===== src/rtl/hazard_flush_controller_pkg.sv =====
// hazard_flush_controller_pkg
// Definitions shared by the pipeline hazard/flush controller and its
// forwarding sub-module:
//   - REG_W    : width of an architectural register number
//   - state_e  : controller FSM encoding (RUN, FLUSH)
//   - FWD_*    : EXE operand-select codes driven on fwdSel1/fwdSel2
//   - src_match: one source-vs-destination RAW compare
package hazard_flush_controller_pkg;

  localparam int REG_W = 4;

  typedef enum logic {
    RUN   = 1'b0,
    FLUSH = 1'b1
  } state_e;

  localparam logic [1:0] FWD_REG = 2'b00;  // operand from register file
  localparam logic [1:0] FWD_MEM = 2'b01;  // ALU result held in MEM
  localparam logic [1:0] FWD_WB  = 2'b10;  // value being written back

  // A source only depends on a destination when the source is a real
  // operand, the producer really writes back, and the register numbers agree.
  function automatic logic src_match(
    input logic             src_valid,
    input logic [REG_W-1:0] src,
    input logic             dest_wb_en,
    input logic [REG_W-1:0] dest
  );
    return src_valid && dest_wb_en && (src == dest);
  endfunction

endpackage


===== src/rtl/hazard_flush_controller_forwarding_unit.sv =====
// forwarding_unit
// Purely combinational operand-forward select for the two EXE sources.
// A producer in MEM is younger than one in WB, so a MEM match wins.
// Ports:
//   exeSrc1, exeSrc2 : source register numbers of the instruction in EXE
//   memDest, memWbEn : destination / write-enable of the instruction in MEM
//   wbDest, wbWbEn   : destination / write-enable of the instruction in WB
//   fwdSel1, fwdSel2 : FWD_REG / FWD_MEM / FWD_WB per operand
module forwarding_unit
  import hazard_flush_controller_pkg::*;
(
  input  logic [REG_W-1:0] exeSrc1,
  input  logic [REG_W-1:0] exeSrc2,
  input  logic [REG_W-1:0] memDest,
  input  logic             memWbEn,
  input  logic [REG_W-1:0] wbDest,
  input  logic             wbWbEn,
  output logic [1:0]       fwdSel1,
  output logic [1:0]       fwdSel2
);

  function automatic logic [1:0] pick(
    input logic [REG_W-1:0] src,
    input logic [REG_W-1:0] m_dest,
    input logic             m_en,
    input logic [REG_W-1:0] w_dest,
    input logic             w_en
  );
    logic [1:0] sel;
    sel = FWD_REG;
    if (src_match(1'b1, src, m_en, m_dest)) begin
      sel = FWD_MEM;
    end else if (src_match(1'b1, src, w_en, w_dest)) begin
      sel = FWD_WB;
    end
    return sel;
  endfunction

  always_comb begin
    fwdSel1 = pick(exeSrc1, memDest, memWbEn, wbDest, wbWbEn);
    fwdSel2 = pick(exeSrc2, memDest, memWbEn, wbDest, wbWbEn);
  end

endmodule


===== src/rtl/hazard_flush_controller.sv =====
// hazard_flush_controller
// Pipeline controller beside the decode stage of the five-stage core.
// Detects RAW hazards between the ID instruction and the EXE/MEM producers,
// freezes PC + IF/ID (bubble into ID/EX) on a hazard, flushes IF/ID and
// ID/EX on a taken branch, drives EXE forward selects, and counts stall and
// flush cycles in saturating counters.
//
// Build option: macro FORWARDING_EN
//   defined   : only load-use hazards freeze; forwarding_unit drives fwdSel.
//   undefined : any ID/EXE or ID/MEM RAW match freezes; fwdSel tied to 00.
//
// Ports:
//   clk, rst                 : clock, asynchronous active-high reset
//   idSrc1/idSrc2            : ID sources; idHasSrc1/idTwoSrc mark them real
//   exeSrc1/exeSrc2          : EXE sources (forwarding compare)
//   exeDest/exeWbEn/exeMemREn: EXE producer (exeMemREn = load)
//   memDest/memWbEn          : MEM producer
//   wbDest/wbWbEn            : WB producer
//   branchTaken              : branch resolved taken in EXE this cycle
//   cntClr                   : synchronous clear of both counters
//   freeze, flush            : pipeline register controls (combinational)
//   fwdSel1/fwdSel2          : EXE operand selects (combinational)
//   stallCnt/flushCnt        : saturating event counters
//   stateDbg                 : current FSM state (1 = FLUSH) for observation
module hazard_flush_controller
  import hazard_flush_controller_pkg::*;
#(
  parameter int CNT_W = 16
)(
  input  logic             clk,
  input  logic             rst,
  input  logic [REG_W-1:0] idSrc1,
  input  logic [REG_W-1:0] idSrc2,
  input  logic             idTwoSrc,
  input  logic             idHasSrc1,
  input  logic [REG_W-1:0] exeSrc1,
  input  logic [REG_W-1:0] exeSrc2,
  input  logic [REG_W-1:0] exeDest,
  input  logic             exeWbEn,
  input  logic             exeMemREn,
  input  logic [REG_W-1:0] memDest,
  input  logic             memWbEn,
  input  logic [REG_W-1:0] wbDest,
  input  logic             wbWbEn,
  input  logic             branchTaken,
  input  logic             cntClr,
  output logic             freeze,
  output logic             flush,
  output logic [1:0]       fwdSel1,
  output logic [1:0]       fwdSel2,
  output logic [CNT_W-1:0] stallCnt,
  output logic [CNT_W-1:0] flushCnt,
  output logic             stateDbg
);

  localparam logic [CNT_W-1:0] CNT_ONE = CNT_W'(1);

  state_e     state;
  state_e     state_nxt;
  logic       hazard;
  logic       id1_exe;
  logic       id2_exe;
  logic [1:0] fwd1_raw;
  logic [1:0] fwd2_raw;

  // ---------------------------------------------------------------------
  // RAW compare of the ID sources against the in-flight producers
  // ---------------------------------------------------------------------
  assign id1_exe = src_match(idHasSrc1, idSrc1, exeWbEn, exeDest);
  assign id2_exe = src_match(idTwoSrc,  idSrc2, exeWbEn, exeDest);

`ifdef FORWARDING_EN
  // Only a load in EXE cannot be covered by forwarding: its data does not
  // exist until MEM, so the dependent instruction waits one cycle.
  assign hazard = exeMemREn & (id1_exe | id2_exe);

  forwarding_unit u_forwarding_unit (
    .exeSrc1 (exeSrc1),
    .exeSrc2 (exeSrc2),
    .memDest (memDest),
    .memWbEn (memWbEn),
    .wbDest  (wbDest),
    .wbWbEn  (wbWbEn),
    .fwdSel1 (fwd1_raw),
    .fwdSel2 (fwd2_raw)
  );
`else
  logic id1_mem;
  logic id2_mem;
  logic unused_fwd_inputs;

  // Without a bypass the consumer must wait until the producer has left
  // both EXE and MEM (the register file is written in WB and read in ID).
  assign id1_mem = src_match(idHasSrc1, idSrc1, memWbEn, memDest);
  assign id2_mem = src_match(idTwoSrc,  idSrc2, memWbEn, memDest);
  assign hazard  = id1_exe | id2_exe | id1_mem | id2_mem;

  assign fwd1_raw = FWD_REG;
  assign fwd2_raw = FWD_REG;

  // Forwarding-only inputs are not needed in this build.
  assign unused_fwd_inputs = ^{exeSrc1, exeSrc2, wbDest, wbWbEn, exeMemREn};
`endif

  // ---------------------------------------------------------------------
  // FSM state register
  // ---------------------------------------------------------------------
  always_ff @(posedge clk or posedge rst) begin
    if (rst) begin
      state <= RUN;
    end else begin
      state <= state_nxt;
    end
  end

  // ---------------------------------------------------------------------
  // Next state and combinational controls
  // ---------------------------------------------------------------------
  // FLUSH marks the cycle after a taken branch: ID then holds a squashed
  // bubble, so any apparent hazard is ignored. A branch outranks a stall
  // because the stalled instruction is being flushed anyway. While rst is
  // asserted every control output is forced low.
  always_comb begin
    state_nxt = state;
    freeze    = 1'b0;
    flush     = 1'b0;
    fwdSel1   = FWD_REG;
    fwdSel2   = FWD_REG;

    case (state)
      RUN:     if (branchTaken)  state_nxt = FLUSH;
      FLUSH:   if (!branchTaken) state_nxt = RUN;
      default: state_nxt = RUN;
    endcase

    if (!rst) begin
      flush   = branchTaken;
      freeze  = hazard & ~branchTaken & (state == RUN);
      fwdSel1 = fwd1_raw;
      fwdSel2 = fwd2_raw;
    end
  end

  assign stateDbg = (state == FLUSH);

  // ---------------------------------------------------------------------
  // Saturating event counters; a clear beats a same-cycle increment
  // ---------------------------------------------------------------------
  always_ff @(posedge clk or posedge rst) begin
    if (rst) begin
      stallCnt <= '0;
    end else if (cntClr) begin
      stallCnt <= '0;
    end else if (freeze && (stallCnt != '1)) begin
      stallCnt <= stallCnt + CNT_ONE;
    end
  end

  always_ff @(posedge clk or posedge rst) begin
    if (rst) begin
      flushCnt <= '0;
    end else if (cntClr) begin
      flushCnt <= '0;
    end else if (flush && (flushCnt != '1)) begin
      flushCnt <= flushCnt + CNT_ONE;
    end
  end

endmodule


===== config.mk =====
export PLATFORM = sky130hd
export DESIGN_NAME = hazard_flush_controller
export DESIGN_NICKNAME = d
export VERILOG_FILES = /design/src/rtl/hazard_flush_controller_pkg.sv /design/src/rtl/hazard_flush_controller_forwarding_unit.sv /design/src/rtl/hazard_flush_controller.sv
export SDC_FILE = /design/constraint.sdc
export NUM_CORES = 1
export LEC_CHECK = 0
export CAP_MARGIN = 20
export CELL_PAD_IN_SITES_DETAIL_PLACEMENT = 2
export CELL_PAD_IN_SITES_GLOBAL_PLACEMENT = 2
export CORE_ASPECT_RATIO = 0.5
export CORE_MARGIN = 4
export CORE_UTILIZATION = 23
export CTS_BUF_LIST = sky130_fd_sc_hd__clkbuf_4 sky130_fd_sc_hd__clkbuf_8
export DETAILED_ROUTE_END_ITERATION = 7
export PLACE_DENSITY = 0.76
export SETUP_SLACK_MARGIN = 0.15
export SLEW_MARGIN = 20
export SYNTH_ARGS = -nofsm -noshare
export SYNTH_HDL_FRONTEND = slang
export SYNTH_SLANG_ARGS = --single-unit

===== constraint.sdc =====
create_clock -name clk -period 2.1 [get_ports clk]
set_clock_uncertainty 0.1 [all_clocks]
set_input_delay 0.315 -clock clk [delete_from_list [all_inputs] [get_ports clk]]
set_output_delay 0.315 -clock clk [all_outputs]
set_load 0.01 [all_outputs]

==> results by group <==
Synthesis
  – Synth Register Bits: 33
  – Synth unique cells: 33
  – Number of synthesized flops with an enable pin: 0
  – Syn Std Cell Area: 0.001987 mm^2
  – Post-synthesis simple-gate area fraction: 0.2689
  – Synth async-reset ratio: 1.000
  – Ys Warns: 0
  – Compound-Gate Fraction of Synth Area: 0.09446
  – XOR/XNOR share of the synthesized area: 0.1322
  – Syn Area/Cell: 9.285 um^2
  – Synthesized netlist cell count: 214
  – Seq/Total Area, Yosys: 0.4156
  – Most used DFF post-synth: dfrtp_1
  – Post-synthesis mux area share: 0.02771
  – Main combinational cell family by area after synthesis: simple AND/OR/NAND/NOR gates
  – Synthesized-area fraction occupied by adder cells: 0.01259

Worst hold path
  – Hold path start: flushCnt[4]$_DFFE_PP0P_
  – Hold Path Stages: 2
  – Worst Hold End: flushCnt[4]$_DFFE_PP0P_
  – Hold Crit Class: register to register

Setup path
  – CP max stage cell: or4_4
  – Crit-path cells: ha_2, and3_4, and2_4, nand3_4, nand2_8, buf_12, or4_4, a21oi_4
  – Reg2Reg Depth: 8
  – CP arrival: 2.22 ns
  – Startpoint Class: register
  – Reg-to-Reg End: stallCnt[13]$_DFFE_PP0P_
  – Reg2Reg Setup Slack: 0.01 ns
  – Worst EP required: 2.23 ns
  – WS Path Type: register to register
  – Worst flop-to-flop path startpoint: stallCnt[0]$_DFFE_PP0P_
  – Worst setup EP type: register
  – CP peak stage delay: 0.51 ns
  – CP Launch Point: stallCnt[0]$_DFFE_PP0P_
  – Critical Path Fanout Max: 6
  – WP buf/inv: 1
  – Crit-path leading delay family: simple AND/OR/NAND/NOR gates

STA
  – Endpoints failing setup: 0
  – Tmin final: 2.088 ns
  – Setup TNS: 0 ns
  – Fin. Hold Viols: 0
  – Slew Viols, Final: 0
  – Unrepaired setup endpoints after global routing: yes
  – Highest clock rate: 479.0 MHz
  – Worst Max-Slew Pin Slew: 0.6445 ns
  – Final period util: 0.9942
  – Max-slew headroom: 0.5690

Route
  – Initial DRC count: 100
  – Post-detailed-route count of antenna-violating nets: 0
  – Vias: 2,094
  – WL final: 8.546 mm
  – Router iterations before antenna repair: 4
  – Via density per instance: 4.927
  – WL/cell: 20.11 um
  – DR DRC count: 0

Finish
  – Filler cells: 851
  – Register Area: 828.3 um^2
  – Area of the multi-input gates: 0.001319 mm^2
  – Antenna diodes: 0
  – Non-Filler Instances: 425
  – Area grow syn2layout: 70.15%
  – Final Instance Area: 0.003381 mm^2
  – Share of cells above drive strength 1: 0.3610
  – Nets: 352

Clock tree
  – Clock-pin slew on the worst setup and hold paths: 0.07 ns
  – Root buf cell: clkbuf_8
  – Clk sink count: 33
  – H-Tree Depth: 2
  – CTS buffer count: 5
  – CTS tree: done
  – Worst-Skew Late Latency: 0.30 ns
  – Clock tree buffer depth: 2

Flow run
  – Max_cap viols: 0

Floorplan
  – Area of the core: 0.008202 mm^2
  – Die area: 0.01028 mm^2
  – Initial core utilization: 0.2423
  – Row Count: 23
  – IO Count: 77
  – Die span in y: 73.72 um
  – Die W: 139.4 um

Global routing
  – Antenna violations before repair: 0
  – First-pass GRT wire length: 12.28 mm
  – Remaining global-route overflow: 0
  – Largest net degree at the start of global routing: 34
  – Vias in the first global route: 2,295
  – GR Util All Layers: 0.1520

Power
  – P_sw: 0.0003845 W
  – Sequential power share: 0.468
  – Pwr Density: 407.2 mW/mm^2
  – Worst VDD drop: 0.0002077 V
  – Tot Pwr: 0.001377 W
  – Clk pwr share: 0.364
  – Static leakage: 1.430 nW
  – Internal power: 0.0009923 W
  – Switching Share: 0.2793
  – Combinational group share of total power: 0.168

Place
  – GP Congestion: 0.7705
  – DP Wirelength: 5.136 mm
  – Input/output buffers: 58
  – Cells after DPL: 394
  – Placed instance area: 0.002855 mm^2

Outcome
  – Status: finished, final reports clean
[placed cells by master, fill, tap and decap left out, types with 4 or more instances in the layout]
master and n:
nand2_1 10, clkbuf_2 6, o21ai_0 4, or4_4 4, clkdlybuf4s50_1 40, o31ai_1 8
xnor2_1 7, buf_4 33, nor2b_1 4, nand3_1 9, and3_1 4, a21oi_1 6
xor2_1 21, mux2_4 4, nand4_1 10, dlygate4sd2_1 5, buf_2 5, conb_1 4
or4_1 5, buf_12 6, a21oi_2 5, nor2_1 21, dfrtp_1 31, clkbuf_8 5
[what timing repair did]
item	in CTS	in global routing
buffers inserted	4	16
cloned	2	1
pin swaps	22	19
endpoints found under the setup margin	22	23
hold buffers	0	0
resized for setup	63	38
[how the worst max path moves through the flow]
stage,to,depth (start not counted)
global placement,freeze,7
global route,stallCnt[5]$_DFFE_PP0P_,8
floorplan,stallCnt[9]$_DFFE_PP0P_,8
detailed placement,stallCnt[11]$_DFFE_PP0P_,8
finish,stallCnt[13]$_DFFE_PP0P_,8
CTS,stallCnt[11]$_DFFE_PP0P_,8
[worst register-to-register path, cell delays in order (launching register included)]
cell	delay (ns)
dfrtp_1	0.40
ha_2	0.21
and3_4	0.16
and2_4	0.17
nand3_4	0.09
nand2_8	0.09
buf_12	0.15
or4_4	0.51
a21oi_4	0.15
[stage by stage]
step	utilization	setup slack [ns]	hold WS, ns
floorplan	-	0.03061	0.1647
global placement	0.3481	-0.4430	0.4463
detailed placement	0.3481	-0.5214	0.4607
CTS	0.3851	0.08881	0.4762
global route	0.4122	-0.06098	0.5345
finish	0.4122	0.01223	0.4889
[cells in the mapped netlist, drive strengths merged (2+ instances only)]
cell    count  share of area
a21oi      12          0.030
a31oi       2         0.0063
and2        3         0.0094
and3        8          0.025
and4        5          0.023
buf         8          0.030
clkbuf      5         0.0094
dfrtp      33           0.42
ha          2          0.013
inv         4         0.0076
mux2        4          0.023
nand2      13          0.025
nand3      11          0.028
nand4      10          0.031
nor2       22          0.042
nor2b       4          0.013
nor3        7          0.018
nor4        2         0.0063
o21ai       4          0.010
o31ai       9          0.034
or3         2         0.0063
or4         9          0.034
xnor2       7          0.031
xor2       23           0.10
[logic make-up after synthesis]
group | after synthesis
other | 1
XOR/XNOR | 30
multiplexers | 5
AO/OA/AOI/OAI | 28
buffers and inverters | 17
adder cells (fa/ha/maj) | 2
flip-flops | 33
AND/OR/NAND/NOR | 98
[power by group through the flow]
stage,sequential [W],clock (W),combinational [W]
after CTS,0.000644,0.000516,0.000212
after detailed placement,0.000657,0,0.000184
final,0.000644,0.000501,0.000231
after global placement,0.000656,0,0.000173
after floorplan,0.000657,0,0.0000853
after global routing,0.000645,0.000552,0.000251
[layout make-up]
type | instances | share of cell area
Timing Repair Buffer | 101 | 0.2916
Multi-Input combinational cell | 167 | 0.3901
Clock inverter | 2 | 0.002961
Clock buffer | 6 | 0.02258
Tap cell | 112 | 0.04145
Sequential cell | 33 | 0.2450
Inverter | 4 | 0.006292
[state kept, by name (all words and copies together) (netlist names)]
name and cells:
stallCnt 16, flushCnt 16, stateDbg 1
[per-layer routing]
layer / part of all wire / global-route usage / up-vias
li1: - / - / 956
met2: 0.54 / 0.2989 / 51
met1: 0.41 / 0.1672 / 1075
met3: 0.033 / 0.04031 / 12
met5: 0 / 0 / -
met4: 0.016 / 0.03254 / 0
Note: power is estimated with default switching activity, not from simulation.
